## src/rtl/core_pkg.sv

```systemverilog
// Shared core sizing and packet type for the rename-to-issue path.
package core_pkg;

  localparam int unsigned PACKET_W       = 223;
  localparam int unsigned DISPATCH_DEPTH = 4;

  typedef logic [PACKET_W-1:0] packet_t;

endpackage

```

## src/rtl/queue_entry_reg.sv

```systemverilog
// One packet-wide storage row: loads d when enable is high, clears on reset.
module queue_entry_reg #(
  parameter int unsigned WIDTH = 223
) (
  input  logic             clk,
  input  logic             reset,
  input  logic             enable,
  input  logic [WIDTH-1:0] d,
  output logic [WIDTH-1:0] q
);

  always_ff @(posedge clk) begin
    if (reset) begin
      q <= '0;
    end else if (enable) begin
      q <= d;
    end
  end

endmodule

```

## src/rtl/dispatch_queue.sv

```systemverilog
// In-order dispatch FIFO between decode and issue: pointer/occupancy control,
// write-enable decode into the entry rows, and the combinational head read mux.
module dispatch_queue
  import core_pkg::*;
#(
  parameter int unsigned WIDTH = PACKET_W,
  parameter int unsigned DEPTH = DISPATCH_DEPTH
) (
  input  logic                   clk,
  input  logic                   reset,
  input  logic                   flush,
  input  logic                   in_valid,
  input  logic [WIDTH-1:0]       in_data,
  output logic                   in_ready,
  output logic                   out_valid,
  output logic [WIDTH-1:0]       out_data,
  input  logic                   out_ready,
  output logic [$clog2(DEPTH):0] count,
  output logic                   full,
  output logic                   empty
);

  localparam int unsigned PTR_W = $clog2(DEPTH);
  localparam int unsigned CNT_W = PTR_W + 1;

  logic [PTR_W-1:0] wr_ptr_q, wr_ptr_d;
  logic [PTR_W-1:0] rd_ptr_q, rd_ptr_d;
  logic [CNT_W-1:0] count_q, count_d;
  logic             full_q, empty_q;
  logic             push, pop;
  logic [DEPTH-1:0] row_we;
  logic [WIDTH-1:0] rows [DEPTH];

  assign in_ready  = ~full_q;
  assign out_valid = ~empty_q;
  assign push      = in_valid & in_ready;
  assign pop       = out_valid & out_ready;

  // Next pointer/occupancy; flush overrides any same-cycle push or pop.
  always_comb begin
    wr_ptr_d = wr_ptr_q;
    rd_ptr_d = rd_ptr_q;
    count_d  = count_q;
    if (flush) begin
      wr_ptr_d = '0;
      rd_ptr_d = '0;
      count_d  = '0;
    end else begin
      if (push) wr_ptr_d = wr_ptr_q + PTR_W'(1);
      if (pop)  rd_ptr_d = rd_ptr_q + PTR_W'(1);
      unique case ({push, pop})
        2'b10:   count_d = count_q + CNT_W'(1);
        2'b01:   count_d = count_q - CNT_W'(1);
        default: count_d = count_q;
      endcase
    end
  end

  // Full/empty are registered alongside count so the handshakes come straight off flops.
  always_ff @(posedge clk) begin
    if (reset) begin
      wr_ptr_q <= '0;
      rd_ptr_q <= '0;
      count_q  <= '0;
      full_q   <= 1'b0;
      empty_q  <= 1'b1;
    end else begin
      wr_ptr_q <= wr_ptr_d;
      rd_ptr_q <= rd_ptr_d;
      count_q  <= count_d;
      full_q   <= (count_d == CNT_W'(DEPTH));
      empty_q  <= (count_d == '0);
    end
  end

  for (genvar i = 0; i < DEPTH; i++) begin : g_row
    assign row_we[i] = push & ~flush & (wr_ptr_q == PTR_W'(i));

    queue_entry_reg #(
      .WIDTH (WIDTH)
    ) u_row (
      .clk    (clk),
      .reset  (reset),
      .enable (row_we[i]),
      .d      (in_data),
      .q      (rows[i])
    );
  end

  assign out_data = rows[rd_ptr_q];
  assign count    = count_q;
  assign full     = full_q;
  assign empty    = empty_q;

endmodule
```

## config.mk

```make
export PLATFORM = sky130hd
export DESIGN_NAME = dispatch_queue
export DESIGN_NICKNAME = d
export VERILOG_FILES = /design/src/rtl/core_pkg.sv /design/src/rtl/queue_entry_reg.sv /design/src/rtl/dispatch_queue.sv
export SDC_FILE = /design/constraint.sdc
export NUM_CORES = 2
export LEC_CHECK = 0
export ABC_AREA = 1
export CORE_AREA = 2 2 356 270
export DETAILED_ROUTE_END_ITERATION = 8
export DIE_AREA = 0 0 358 272
export PLACE_DENSITY_LB_ADDON = 0.2
export SLEW_MARGIN = 10
export SYNTH_ARGS = -nofsm -noshare
export SYNTH_HDL_FRONTEND = slang
export SYNTH_SLANG_ARGS = --single-unit
```

## constraint.sdc

```tcl
create_clock -name clk -period 2.1 [get_ports clk]
set_input_delay 0.315 -clock clk [delete_from_list [all_inputs] [get_ports clk]]
set_output_delay 0.315 -clock clk [all_outputs]
set_load 0.02 [all_outputs]
```

Word level (Yosys, flattened, before mapping)
Index checks and enable logic that the tools add are counted.
W data, S select, Z words.
{ "totals": {"elab_cells": 39, "output_inout_bits": 230, "input_bits": 228, "register_bits": 901} }
{ "op_classes": {"magnitude_cmp": 1, "reduce_logical": 3, "bitwise_logic": 11, "addsub": 4, "n_mux": 5, "eq_ne": 6} }
{ "ops": {"columns": ["op", "n"], "rows": [
  ["$bmux W223 S2", 1],
  ["$mux W223", 2],
  ["$and A1 B1 Y1", 7],
  ["$eq A2 B2 Y1 const B", 3],
  ["$pmux W3 S2", 1],
  ["$add A2 B1 Y2 const B", 2],
  ["$eq A2 B1 Y1 const B", 2],
  ["$add A3 B1 Y3 const B", 1],
  ["$eq A3 B3 Y1 const B", 1],
  ["$ge A3 B3 Y1 const B", 1],
  ["$logic_not A3 Y1", 1],
  ["$mux W3", 1],
  ["$not A1 Y1", 3],
  ["$not A2 Y3", 1],
  ["$sub A3 B1 Y3 const B", 1],
  ["$logic_not A2 Y1", 1],
  ["$reduce_or A2 Y1", 1]
]} }

Depth between registers and ports, before layout
{ "logic_depth": {"word_depth": 6, "depth_mapped": 11, "mapped_depth_nobuf": 11} }

Hierarchy
Synthesis repeated with hierarchy kept, for this count alone.
{ "unflattened": {"cells_unflattened": 6990, "area_unflattened_um2": 44931.8} }
{ "modules_own_cells": {"columns": ["module", "instances", "area_per_inst_um2", "cells_per_inst"], "rows": [
  ["queue_entry_reg", 4, 9541.7, 1413],
  ["dispatch_queue", 1, 6765.2, 1338]
]} }

Worst setup path before layout
Ideal clock, no wire load.
{ "synth_path": {"kind": "reg-to-reg", "from": "reg full_q, in the netlist full", "to": "reg full_q, in the netlist full", "stages_incl_launch_ff": 10, "arrival_time_ps": 1608, "t_required_ps": 1985, "setup_ps": 115, "path_slack_ps": 377, "n_path_buf": 0, "synth_period_minus_slack_ps": 1723, "cell_sequence": "dfxtp_1 > inv_2 > nand2_4 > ha_1 > fa_1 > inv_1 > nand2_1 > nand2_1 > a21oi_1 > nor2_1"} }
{ "synth_via": {"elab_chain_len": 6} }
{ "synth_rtl": {"columns": ["item", "line", "text"], "rows": [
  ["from (decl)", "dispatch_queue.sv:29", "logic full_q, empty_q;"],
  ["from (signal assigned)", "dispatch_queue.sv:71", "full_q <= (count_d == CNT_W'(DEPTH));"],
  ["$not A1 Y1 (*)", "dispatch_queue.sv:34", "assign in_ready = ~full_q;"],
  ["via in_ready", "dispatch_queue.sv:14", "output logic in_ready,"],
  ["$and A1 B1 Y1 (*)", "dispatch_queue.sv:36", "assign push = in_valid & in_ready;"],
  ["$eq A2 B1 Y1 or $eq A2 B2 Y1 (tied branches)", "dispatch_queue.sv:51", "unique case ({push, pop})"],
  ["$pmux W3 S2 (*)", "dispatch_queue.sv:51", null],
  ["$mux W3 (*)", "dispatch_queue.sv:44", "if (flush) begin"],
  ["$eq A3 B3 Y1 (*)", "dispatch_queue.sv:71", null]
]} }
Mark *: on every way through the listed nets, which the timed path passes. The rest lies on a longest branch.
A chain may end at the register's enable or synchronous reset.

Final worst setup path
{ "layout_path": {"from": "reg rd_ptr_q[0]", "to": "out out_data[127]"} }
{ "layout_via": {"elab_chain_len": 4} }
{ "layout_rtl": {"columns": ["item", "line", "text"], "rows": [
  ["from (decl)", "dispatch_queue.sv:27", "logic [PTR_W-1:0] rd_ptr_q, rd_ptr_d;"],
  ["from (signal assigned)", "dispatch_queue.sv:69", "rd_ptr_q <= rd_ptr_d;"],
  ["$not A2 Y3 (not written as such)", "dispatch_queue.sv:90", "assign out_data = rows[rd_ptr_q];"],
  ["$bmux W223 S2", "dispatch_queue.sv:90", null],
  ["$mux W223 (not written as such) (2 in a row)", "dispatch_queue.sv:90", null],
  ["to (decl)", "dispatch_queue.sv:16", "output logic [WIDTH-1:0] out_data,"]
]} }
No other way between the ends. The select of a mux whose other input is x is not followed.

==> key figures <==
Outcome
  – Status: finished, violations left
  – Failing checks: negative setup slack

Cells and area
  – Most common cell after layout, fill and taps aside: nor2_1
  – Layout area overhead: 32.5%
  – Nets: 5910
  – Share of cells above drive strength 1: 14.8%
  – Design area: 0.0495 mm²
  – Fin cells: 7008
  – Most frequent cells in the layout: nor2_1, o21ai_0, dfxtp_1, buf_4, clkdlybuf4s50_1

Timing
  – Worst Hold Slack: 0.342 ns
  – Slew headroom: 58.9%
  – Tcrit/Tclk final: 120%
  – Setup_tns: -66.42 ns
  – FMAX: 0.395 GHz
  – Worst-Margin Slew: 0.616 ns
  – Hold Vio Cnt, Final: 0
  – RSZ-0062 raised after global routing: yes
  – Final clock skew: 0.0337 ns
  – Worst Setup Slack, final: -0.430 ns
  – Min Tclk post-route: 2.53 ns
  – Final slew viol count: 0
  – Setup-failing EPs final: 224

Detailed routing
  – Average vias per placed instance: 5.28
  – Via count: 36987
  – Routed Antenna Nets: 0
  – Iter 0 DRT Violations: 3233
  – WL/cell: 19.2 µm
  – Pre-Repair DR Iteration Count: 5
  – Drt drc: 0
  – Total wire length: 134000 µm

Synthesis
  – Seq/Total Area, Yosys: 48.3%
  – Synth cell types: 24
  – Mapped Area: 0.0373 mm²
  – Synth Warn #: 0
  – Syn Nets: 5430
  – Yosys top cell area share: 48.3%
  – Seq cells post-synth: 901
  – Post-synth top area cell: dfxtp_1
  – Top post-synthesis cells by area: dfxtp_1, nor2_1, o21ai_0, o22ai_1, clkbuf_1
  – Avg Cell Area, Syn: 7.18 µm²
  – Cells after Synth: 5196

Worst setup path
  – Worst setup EP type: primary output
  – Worst reg-to-reg setup slack: 0.24 ns
  – Crit-path cells: buf_6 > buf_12 > buf_16 > buf_8 > o21ai_2 > o22ai_1 > buf_4 > buf_6
  – Critical R2R Capture: g_row[3].u_row.q[102]
  – Worst r2r path cells: 8
  – Worst R2R Start: full
  – CP Class: register to primary output
  – Worst Setup Start Kind: register
  – Cell repeated most along the worst path: buf_6
  – Critical Path RT: 1.78 ns
  – Largest fanout on the critical path: 8
  – Worst path arrival time: 2.21 ns
  – Slowest-stage cell, CP: dfxtp_4
  – Largest stage delay, worst path: 0.37 ns

Power
  – P_leak: 19.4 nW
  – Maximum VDD drop: 0.000654 V
  – Cell Pwr Density: 823 mW/mm²

Die
  – Die Y: 272 µm
  – Num ports: 458
  – Rows: 98
  – Initial Utilization: 39.6%
  – Die area: 0.0974 mm²
  – Floorplan core area: 0.0942 mm²
  – Die X: 358 µm

Global routing
  – Total congestion overflow: 0
  – First-pass GRT wire length: 198000 µm
  – Largest net degree at the start of global routing: 92
  – Vias in the first global route: 33852
  – Antenna violations before repair: 9
  – Total Routing Usage GR: 25.3%

Place
  – Placed insts: 6763
  – Port Buf Inserts: 457
  – Final weighted congestion of routability-driven global placement: 0.831
  – Area post-placement: 0.0448 mm²
  – Pre-CTS WS: -0.226 ns
  – Detail Placement HPWL: 80000 µm

Run
  – Max_cap viols: 0

CTS
  – Later-pin clock latency in the skew report: 0.66 ns
  – Clk pin slew, worst setup/hold paths: 0.06 ns
  – Clk sinks: 901
  – Longest Clk Path Bufs: 3
  – H-tree depth: 3
  – CTS tree: built
  – Num CTS Buffers: 92
  – Clock root buffer: clkbuf_16

Worst hold path
  – WHS Path Cells: 3
  – Hold path start: in_data[170]
  – Hold EP: g_row[3].u_row.q[170]
  – Worst Hold Class: input port to register
## final cells by class
| class | instances | area, µm² |
|---|---|---|
| Clock buffer | 130 | 2680 |
| Inverter | 24 | 171 |
| Sequential cell | 901 | 18000 |
| Timing Repair Buffer | 821 | 9140 |
| Antenna cell | 8 | 20.0 |
| Fill cell | 9161 | 44700 |
| Clock inverter | 38 | 537 |
| Tap cell | 1250 | 1560 |
| Multi-Input combinational cell | 3832 | 17200 |
| Timing Repair inverter | 4 | 52.6 |
## how the worst max path moves through the flow
| stage | startpoint | end | slack [ns] |
|---|---|---|---|
| 6_report | rd_ptr_q[0] | out_data[127] | -0.43 |
| 2_1_floorplan | full | full | 0.38 |
| 3_3_place_gp | rd_ptr_q[0] | out_data[21] | -0.22 |
| 3_5_place_dp | rd_ptr_q[0] | out_data[162] | -0.23 |
| 4_1_cts | rd_ptr_q[0] | out_data[162] | -0.47 |
| 5_1_grt | rd_ptr_q[0] | out_data[127] | -0.50 |
## cell families (layout without fill, tap and decap cells)
family	after synthesis	in the layout	share of synthesized area (%)
adders and majority gates	6	6	0.221
AOI/OAI and AO/OA	1571	1571	21.8
buffers and inverters	463	1017	6.77
DFF	901	901	48.3
and+or+nand+nor	2255	2255	22.9
other	0	8	0
## critical path: cells and delay by family, from the launching register on
kind	cells	cell delay (ns)
buf+inv	6	0.94
compound gates	2	0.27
flops	1	0.37
## metal layers
metal	GRT usage [%]	wire length (µm)	part of all wire, %
met3	3.00	7820	5.8
met1	36.9	63300	47
met4	5.88	2210	1.6
met2	39.6	60900	45
met5	0	13	0.0097
## power by group
group | internal [mW] | total (mW) | switching [mW] | leakage, nW
registers | 17.6 | 17.9 | 0.263 | 7.31
clock network | 10.2 | 17.4 | 7.26 | 1.57
logic | 2.29 | 5.38 | 3.08 | 10.6
total | 30.1 | 40.7 | 10.6 | 19.4
## registers in the layout (all words and copies together), names as in the netlist
signal and flops:
rd_ptr_q 2, empty 1, g_row.u_row.q 892, wr_ptr_q 2, full 1, count 3
## what timing repair did
action,4_1_cts,5_1_grt
gates resized for setup,660,593
pin swaps,11,81
cloned,1,33
hold buffers,0,0
setup endpoints to repair,226,227
setup buffers,3,34
## Yosys cell counts, drive strengths merged
| library cell | number |
|---|---|
| ha | 5 |
| buf | 202 |
| o21ai | 1342 |
| fa | 1 |
| nor2 | 2233 |
| nand3 | 6 |
| a21oi | 6 |
| clkinv | 3 |
| clkbuf | 237 |
| o22ai | 223 |
| inv | 21 |
| dfxtp | 901 |
| nand4 | 2 |
| nand2 | 14 |
## through the flow
stage	utilization [%]	total power, mW
floorplan	-	20.8
global placement	47.6	23.4
detailed placement	47.6	23.4
CTS	51.1	40.6
global route	52.5	42.2
finish	52.5	40.7
(Power assumes the default switching activity.)
